$ cat src/rtl/mem_port_arbiter_if.sv
// ---------------------------------------------------------------------------
// mem_port_arbiter_if
//
// SRAM-like request/response channel: a level request with address and write
// fields, answered by an address-accept pulse and a later data/response pulse.
// The same bundle is used for the fetch side, the data side and the shared
// memory port, so the arbiter sees three instances of it.
//
// Signals
//   req      requester -> slave   request, held until data_ok
//   wr       requester -> slave   1 = write, 0 = read
//   wstrb    requester -> slave   byte write strobes
//   addr     requester -> slave   address
//   wdata    requester -> slave   write data
//   addr_ok  slave -> requester   address accepted
//   data_ok  slave -> requester   transaction complete / read data valid
//   rdata    slave -> requester   read data
//
// Modports
//   master   the side that issues requests
//   slave    the side that answers them
// ---------------------------------------------------------------------------
interface mem_port_arbiter_if #(
    parameter int ADDR_W = 32,
    parameter int DATA_W = 32
);
    logic              req;
    logic              wr;
    logic [3:0]        wstrb;
    logic [ADDR_W-1:0] addr;
    logic [DATA_W-1:0] wdata;
    logic              addr_ok;
    logic              data_ok;
    logic [DATA_W-1:0] rdata;

    modport master (
        output req, wr, wstrb, addr, wdata,
        input  addr_ok, data_ok, rdata
    );

    modport slave (
        input  req, wr, wstrb, addr, wdata,
        output addr_ok, data_ok, rdata
    );
endinterface

$ cat src/rtl/mem_port_arbiter.sv
// ---------------------------------------------------------------------------
// mem_port_arbiter
//
// Shares the CPU's single SRAM-like memory port between instruction fetch and
// the MEM-stage data access. One transaction is outstanding at a time. The
// winner's address and write fields are captured at grant and held on the
// shared port until the transaction completes, so requesters may change or
// drop their inputs mid-flight (pipeline flush) without disturbing the port.
//
// Data requests win by default. A 2-bit streak counter counts consecutive
// data grants made while a fetch was waiting; when it reaches 2 the pending
// fetch wins the next grant, which bounds fetch starvation.
//
// Ports
//   clk        clock, rising edge
//   rst        asynchronous, active-high reset
//   inst_port  fetch requester (slave view; its write fields are ignored)
//   data_port  MEM-stage requester (slave view)
//   mem_port   shared memory port towards the bridge (master view)
//
// Timing
//   IDLE : grant cycle, port req=0
//   ADDR : port req=1 until addr_ok; addr_ok with data_ok completes at once
//   WAIT : port req=0, waiting for data_ok
//   Handshake pulses are routed combinationally to the owning requester only.
// ---------------------------------------------------------------------------
module mem_port_arbiter #(
    parameter int ADDR_W = 32,
    parameter int DATA_W = 32
) (
    input  logic                     clk,
    input  logic                     rst,
    mem_port_arbiter_if.slave        inst_port,
    mem_port_arbiter_if.slave        data_port,
    mem_port_arbiter_if.master       mem_port
);

    typedef enum logic [1:0] {
        IDLE = 2'd0,
        ADDR = 2'd1,
        WAIT = 2'd2
    } state_t;

    localparam logic       SEL_INST   = 1'b0;
    localparam logic       SEL_DATA   = 1'b1;
    localparam logic [1:0] STREAK_MAX = 2'd2;

    // ------------------------------------------------------------------
    // State and registered port fields
    // ------------------------------------------------------------------
    state_t            state_q,  state_d;
    logic              sel_q,    sel_d;
    logic [1:0]        streak_q, streak_d;
    logic              req_q,    req_d;
    logic              wr_q,     wr_d;
    logic [3:0]        wstrb_q,  wstrb_d;
    logic [ADDR_W-1:0] addr_q,   addr_d;
    logic [DATA_W-1:0] wdata_q,  wdata_d;

    logic any_req;
    logic grant_data;
    logic own_addr_ok;
    logic own_data_ok;

    // The fetch side never writes; its write fields exist only because the
    // channel bundle is shared with the data side.
    logic unused_inst_fields;
    assign unused_inst_fields = ^{inst_port.wr, inst_port.wstrb, inst_port.wdata};

    assign any_req = inst_port.req | data_port.req;

    // Data wins unless it is absent, or the fetch has already waited out
    // two data grants in a row.
    assign grant_data = data_port.req & ~(inst_port.req & (streak_q == STREAK_MAX));

    // ------------------------------------------------------------------
    // Next-state logic
    // ------------------------------------------------------------------
    always_comb begin
        // NOTE: every signal written here gets a default first, so no path
        // leaves one unassigned and no latch is inferred.
        state_d     = state_q;
        sel_d       = sel_q;
        streak_d    = streak_q;
        req_d       = req_q;
        wr_d        = wr_q;
        wstrb_d     = wstrb_q;
        addr_d      = addr_q;
        wdata_d     = wdata_q;
        own_addr_ok = 1'b0;
        own_data_ok = 1'b0;

        case (state_q)
            IDLE: begin
                if (any_req) begin
                    state_d = ADDR;
                    req_d   = 1'b1;
                    if (grant_data) begin
                        sel_d   = SEL_DATA;
                        addr_d  = data_port.addr;
                        wr_d    = data_port.wr;
                        wstrb_d = data_port.wr ? data_port.wstrb : 4'b0000;
                        wdata_d = data_port.wdata;
                        // Only data grants that bypass a waiting fetch count
                        // towards the streak.
                        if (inst_port.req) begin
                            streak_d = (streak_q == STREAK_MAX) ? STREAK_MAX
                                                                : streak_q + 2'd1;
                        end else begin
                            streak_d = 2'd0;
                        end
                    end else begin
                        sel_d    = SEL_INST;
                        addr_d   = inst_port.addr;
                        wr_d     = 1'b0;
                        wstrb_d  = 4'b0000;
                        wdata_d  = '0;
                        streak_d = 2'd0;
                    end
                end
            end

            ADDR: begin
                // A response without an address accept is not meaningful yet.
                if (mem_port.addr_ok) begin
                    own_addr_ok = 1'b1;
                    req_d       = 1'b0;
                    if (mem_port.data_ok) begin
                        own_data_ok = 1'b1;
                        state_d     = IDLE;
                    end else begin
                        state_d = WAIT;
                    end
                end
            end

            WAIT: begin
                if (mem_port.data_ok) begin
                    own_data_ok = 1'b1;
                    state_d     = IDLE;
                end
            end

            default: begin
                state_d = IDLE;
                req_d   = 1'b0;
            end
        endcase
    end

    // ------------------------------------------------------------------
    // Registers
    // ------------------------------------------------------------------
    always_ff @(posedge clk or posedge rst) begin
        if (rst) begin
            state_q  <= IDLE;
            sel_q    <= SEL_INST;
            streak_q <= 2'd0;
            req_q    <= 1'b0;
            wr_q     <= 1'b0;
            wstrb_q  <= 4'b0000;
            addr_q   <= '0;
            wdata_q  <= '0;
        end else begin
            // NOTE: non-blocking assignments so every flop samples the
            // pre-edge values regardless of statement order.
            state_q  <= state_d;
            sel_q    <= sel_d;
            streak_q <= streak_d;
            req_q    <= req_d;
            wr_q     <= wr_d;
            wstrb_q  <= wstrb_d;
            addr_q   <= addr_d;
            wdata_q  <= wdata_d;
        end
    end

    // ------------------------------------------------------------------
    // Outputs
    // ------------------------------------------------------------------
    assign mem_port.req   = req_q;
    assign mem_port.wr    = wr_q;
    assign mem_port.wstrb = wstrb_q;
    assign mem_port.addr  = addr_q;
    assign mem_port.wdata = wdata_q;

    // Handshakes go to the owner only; state_q resets asynchronously, so
    // these drop immediately on reset as well.
    assign inst_port.addr_ok = own_addr_ok & (sel_q == SEL_INST);
    assign inst_port.data_ok = own_data_ok & (sel_q == SEL_INST);
    assign data_port.addr_ok = own_addr_ok & (sel_q == SEL_DATA);
    assign data_port.data_ok = own_data_ok & (sel_q == SEL_DATA);

    // Read data is broadcast; each requester qualifies it with its data_ok.
    assign inst_port.rdata = mem_port.rdata;
    assign data_port.rdata = mem_port.rdata;

endmodule

$ cat src/flat_wrapper.sv
// flat-port wrapper written by rule: the top's interface ports become plain ports
module mem_port_arbiter_flat 
#(
    parameter int ADDR_W = 32,
    parameter int DATA_W = 32
)
  (clk, rst, inst_port_req, inst_port_wr, inst_port_wstrb, inst_port_addr, inst_port_wdata, inst_port_addr_ok, inst_port_data_ok, inst_port_rdata, data_port_req, data_port_wr, data_port_wstrb, data_port_addr, data_port_wdata, data_port_addr_ok, data_port_data_ok, data_port_rdata, mem_port_req, mem_port_wr, mem_port_wstrb, mem_port_addr, mem_port_wdata, mem_port_addr_ok, mem_port_data_ok, mem_port_rdata);
  mem_port_arbiter_if #(.ADDR_W(ADDR_W), .DATA_W(DATA_W)) inst_port_i ();
  mem_port_arbiter_if #(.ADDR_W(ADDR_W), .DATA_W(DATA_W)) data_port_i ();
  mem_port_arbiter_if #(.ADDR_W(ADDR_W), .DATA_W(DATA_W)) mem_port_i ();
  input  logic clk;
  input  logic rst;
  input wire logic [$bits(inst_port_i.req)-1:0] inst_port_req;
  input wire logic [$bits(inst_port_i.wr)-1:0] inst_port_wr;
  input wire logic [$bits(inst_port_i.wstrb)-1:0] inst_port_wstrb;
  input wire logic [$bits(inst_port_i.addr)-1:0] inst_port_addr;
  input wire logic [$bits(inst_port_i.wdata)-1:0] inst_port_wdata;
  output wire logic [$bits(inst_port_i.addr_ok)-1:0] inst_port_addr_ok;
  output wire logic [$bits(inst_port_i.data_ok)-1:0] inst_port_data_ok;
  output wire logic [$bits(inst_port_i.rdata)-1:0] inst_port_rdata;
  input wire logic [$bits(data_port_i.req)-1:0] data_port_req;
  input wire logic [$bits(data_port_i.wr)-1:0] data_port_wr;
  input wire logic [$bits(data_port_i.wstrb)-1:0] data_port_wstrb;
  input wire logic [$bits(data_port_i.addr)-1:0] data_port_addr;
  input wire logic [$bits(data_port_i.wdata)-1:0] data_port_wdata;
  output wire logic [$bits(data_port_i.addr_ok)-1:0] data_port_addr_ok;
  output wire logic [$bits(data_port_i.data_ok)-1:0] data_port_data_ok;
  output wire logic [$bits(data_port_i.rdata)-1:0] data_port_rdata;
  output wire logic [$bits(mem_port_i.req)-1:0] mem_port_req;
  output wire logic [$bits(mem_port_i.wr)-1:0] mem_port_wr;
  output wire logic [$bits(mem_port_i.wstrb)-1:0] mem_port_wstrb;
  output wire logic [$bits(mem_port_i.addr)-1:0] mem_port_addr;
  output wire logic [$bits(mem_port_i.wdata)-1:0] mem_port_wdata;
  input wire logic [$bits(mem_port_i.addr_ok)-1:0] mem_port_addr_ok;
  input wire logic [$bits(mem_port_i.data_ok)-1:0] mem_port_data_ok;
  input wire logic [$bits(mem_port_i.rdata)-1:0] mem_port_rdata;
  assign inst_port_i.req = inst_port_req;
  assign inst_port_i.wr = inst_port_wr;
  assign inst_port_i.wstrb = inst_port_wstrb;
  assign inst_port_i.addr = inst_port_addr;
  assign inst_port_i.wdata = inst_port_wdata;
  assign inst_port_addr_ok = inst_port_i.addr_ok;
  assign inst_port_data_ok = inst_port_i.data_ok;
  assign inst_port_rdata = inst_port_i.rdata;
  assign data_port_i.req = data_port_req;
  assign data_port_i.wr = data_port_wr;
  assign data_port_i.wstrb = data_port_wstrb;
  assign data_port_i.addr = data_port_addr;
  assign data_port_i.wdata = data_port_wdata;
  assign data_port_addr_ok = data_port_i.addr_ok;
  assign data_port_data_ok = data_port_i.data_ok;
  assign data_port_rdata = data_port_i.rdata;
  assign mem_port_req = mem_port_i.req;
  assign mem_port_wr = mem_port_i.wr;
  assign mem_port_wstrb = mem_port_i.wstrb;
  assign mem_port_addr = mem_port_i.addr;
  assign mem_port_wdata = mem_port_i.wdata;
  assign mem_port_i.addr_ok = mem_port_addr_ok;
  assign mem_port_i.data_ok = mem_port_data_ok;
  assign mem_port_i.rdata = mem_port_rdata;
  mem_port_arbiter #(.ADDR_W(ADDR_W), .DATA_W(DATA_W)) u_core (.clk(clk), .rst(rst), .inst_port(inst_port_i), .data_port(data_port_i), .mem_port(mem_port_i));
endmodule
$ cat config.mk
export PLATFORM = sky130hd
export DESIGN_NAME = mem_port_arbiter_flat
export DESIGN_NICKNAME = d
export VERILOG_FILES = /design/src/rtl/mem_port_arbiter_if.sv /design/src/rtl/mem_port_arbiter.sv /design/src/flat_wrapper.sv
export SDC_FILE = /design/constraint.sdc
export NUM_CORES = 1
export LEC_CHECK = 0
export BUFFER_PORTS_ARGS = -buffer_cell sky130_fd_sc_hd__buf_2
export CAP_MARGIN = 20
export CORE_AREA = 2 2 121 123
export DETAILED_ROUTE_END_ITERATION = 8
export DIE_AREA = 0 0 123 125
export PLACE_DENSITY = 0.62
export SETUP_SLACK_MARGIN = 0.1
export SLEW_MARGIN = 20
export SYNTH_ARGS = -nofsm -noshare
export SYNTH_HDL_FRONTEND = slang
export SYNTH_SLANG_ARGS = --single-unit
export TNS_END_PERCENT = 100
$ cat constraint.sdc
create_clock -name clk -period 1.8 [get_ports clk]
set_input_delay 0.09 -clock clk [delete_from_list [all_inputs] [get_ports clk]]
set_output_delay 0.09 -clock clk [all_outputs]
set_load 0.01 [all_outputs]
==> results.cfg <==
[detailed_routing]
routedLengthMet1_um = 3950
drt-wirelength-per-cell_um = 14.7
dr.pass1.iters = 4
topRoutingLayerUsed = met4
final_antenna_net_count = 0
num_vias = 3268
route.met3.wl_um = 911
drt-total-wl_um = 10800
wl_met2_um = 5580
detailedRoute.firstIterationViolations = 96
drt-vias-per-instance = 4.45
drcViolationCount = 0

[final_layout]
layout.nets = 726
layout_commonest_cell = sky130_fd_sc_hd__buf_2
post_route_cells_drive_above_1_share_pct = 39.3
antenna_cells = 0
area_growth_syn_to_layout_pct = 47.4
layout_common_cells = sky130_fd_sc_hd__buf_2, sky130_fd_sc_hd__dfrtp_1, sky130_fd_sc_hd__dlygate4sd3_1

[synth]
synthDominantAreaCellType = sky130_fd_sc_hd__dfrtp_1
async_reset_ff_share_pct = 100
synth_largest_type_area_fraction_pct = 52.1
synth_enable_flop_cells = 0
synth_seq_area_share_pct = 52.1
synthCells = 360
postSynthNetCount = 541
post_synth_main_area_contributors = sky130_fd_sc_hd__dfrtp_1, sky130_fd_sc_hd__buf_4, sky130_fd_sc_hd__a21oi_1, sky130_fd_sc_hd__a22o_1, sky130_fd_sc_hd__nand2_1
synthesis.yosys.warnings = 0
synth.avg_cell_area_um2 = 10.0
ys_ff_latch = 75
synthFlopType = sky130_fd_sc_hd__dfrtp_1
netlist-cell-type-count = 25
synthesized_area_um2 = 3600

[grt]
grt_first_pass_wirelength_um = 16300
grt_max_degree = 41
global_route.overflow_total = 0
grt_antenna_before_repair = 0
first_global_vias = 3404
groute.usage.overall_pct = 14.0

[worst_setup_path]
critical_path_arrival_ps = 1500
cp-endpoint = data_port_data_ok
reg2reg_slack_ps = 210
rr_worst_depth = 6
start_kind = flip-flop
r2r_start = u_core.streak_q[0]
timing.critical_path.required_ps = 1710
worst-path-max-fanout = 3
r2r_end = u_core.mem_port.wstrb[3]
timing.setup.critical_path_class = flip-flop to primary output
timing.critical_path.from = u_core.state_q[0]
cp-end-kind = primary output

[timing]
fmax_ghz = 0.630
finalWorstPathRequiredPeriod_ps = 1590
final.setup_skew_ps = 6.67
fin_setup_tns_ps = 0
slew_violations = 0
period_utilization_post_route_pct = 88.2
setup_repair_after_global_routing_missed_its_margin = false
final_critical_path_setup_slack_ps = 212
tightestPinTransition_ps = 670
final_hold_viol_count = 0
slew_headroom_pct = 55.2
finalSetupViolations = 0

[floorplanning]
core_um2 = 14200
initial_core_util_pct = 25.4
die_h_um = 125
boundaryPins = 314
rows = 44
fp.dieArea_um2 = 15400
die-width_um = 123

[hold_path]
min_path_type = input pin to flip-flop
worstHoldStart = data_port_addr[2]

[cts]
clk_root_buffer_cell = sky130_fd_sc_hd__clkbuf_16
clkTransAtPathRegs_ps = 60
cts_tree = done
cts_buffer_depth = 2
count_of_buffers_added_by_post_cts_timing_repair_for_setup = 0
clock_latency_ps = 340
numCtsBuffers = 9
h_tree_levels = 3
clock_sink_count = 75

[status]
outcome = finished, final reports clean

[power_and_ir_drop]
cellLeakagePower_nw = 2.63
ir_worst_vdd_uv = 754
p_per_area_nw_per_um2 = 1540

[place]
pre_cts_ws_ps = 86.1
gpl.final_weighted_congestion = 0.698
dp.final_hpwl_um = 7250
quantity_of_i_o_buffers_inserted_on_ports = 180

[flow_run]
max_capacitance_violation_total = 0
-- final cells by class --
class / instances / area (µm²)
fill: 1375 / 8890
sequential: 75 / 1880
timing repair buffer: 260 / 1720
multi-input combinational: 194 / 1150
clock buffer: 12 / 256
tap: 184 / 230
clock inverter: 4 / 48.8
inverter: 5 / 22.5
-- critical path, stage by stage (launching register included) --
cell and delay (ps):
sky130_fd_sc_hd__dfrtp_1 380, sky130_fd_sc_hd__inv_1 80, sky130_fd_sc_hd__ha_2 310, sky130_fd_sc_hd__nand2_1 70, sky130_fd_sc_hd__nor3b_1 170, sky130_fd_sc_hd__buf_2 160
-- worst min-delay path by stage --
| stage | endpoint | slack, ps | cells past startpoint |
|---|---|---|---|
| floorplan | u_core.mem_port.addr[30] | 220 | 2 |
| global placement | data_port_rdata[21] | 180 | 0 |
| detailed placement | data_port_rdata[21] | 180 | 0 |
| CTS | u_core.mem_port.wr | 30 | 2 |
| global route | u_core.mem_port.wr | 60 | 2 |
| finish | u_core.mem_port.addr[2] | 50 | 3 |
-- report_power, final --
part / total (W) / switching (W) / internal [W]
combinational: 0.00349 / 0.00188 / 0.00161
sequential: 0.00288 / 0.000420 / 0.00246
clock: 0.00181 / 0.000667 / 0.00115
-- cells by family after synthesis --
| group | share of synthesized area (%) |
|---|---|
| multiplexers | 0.625 |
| flip-flops | 52.1 |
| buffers and inverters | 16.7 |
| adder cells (fa/ha/maj) | 1.74 |
| AND/OR/NAND/NOR | 8.72 |
| AO/OA/AOI/OAI | 20.1 |
-- through the flow --
step / area [µm²] / hold slack, ps / utilization [%] / instances / power (W)
floorplan: 3610 / 219 / - / 360 / 0.00497
global placement: 4300 / 180 / 30.3 / 649 / 0.00616
detailed placement: 4300 / 180 / 30.3 / 649 / 0.00628
CTS: 5300 / 30.9 / 37.3 / 734 / 0.00828
global route: 5310 / 59.0 / 37.4 / 734 / 0.00880
finish: 5310 / 47.6 / 37.4 / 734 / 0.00819
-- registers in the layout, summed over array words and instances, names as in the netlist --
register / flops
u_core.mem_port.wr: 1
u_core.mem_port.wstrb: 4
u_core.mem_port.addr: 32
u_core.mem_port.wdata: 32
u_core.mem_port.req: 1
u_core.streak_q: 2
u_core.sel_q: 1
u_core.state_q: 2
-- cells in the mapped netlist (3+ instances only) --
| master | count |
|---|---|
| sky130_fd_sc_hd__ha_1 | 5 |
| sky130_fd_sc_hd__a32o_1 | 6 |
| sky130_fd_sc_hd__a22o_1 | 33 |
| sky130_fd_sc_hd__nand2_1 | 34 |
| sky130_fd_sc_hd__nor2_1 | 33 |
| sky130_fd_sc_hd__buf_4 | 66 |
| sky130_fd_sc_hd__a21oi_1 | 65 |
| sky130_fd_sc_hd__inv_1 | 5 |
| sky130_fd_sc_hd__clkbuf_1 | 6 |
| sky130_fd_sc_hd__dfrtp_1 | 75 |
| sky130_fd_sc_hd__buf_1 | 3 |
| sky130_fd_sc_hd__buf_2 | 11 |
| sky130_fd_sc_hd__nor3_1 | 3 |
-- layer usage --
| metal | vias up | global-route usage [%] |
|---|---|---|
| li1 | 1541 | - |
| met1 | 1518 | 13.2 |
| met2 | 174 | 26.0 |
| met3 | 35 | 3.79 |
| met4 | 0 | 8.56 |
| met5 | - | 0 |
-- repair_timing --
item | in CTS | in global routing
pin swaps | 1 | 0
hold buffers | 69 | 0
endpoints found under the setup margin | 1 | 3
endpoints found under the hold margin | 93 | 0
gates resized for setup | 1 | 3
Power figures use the tool's default switching activity.
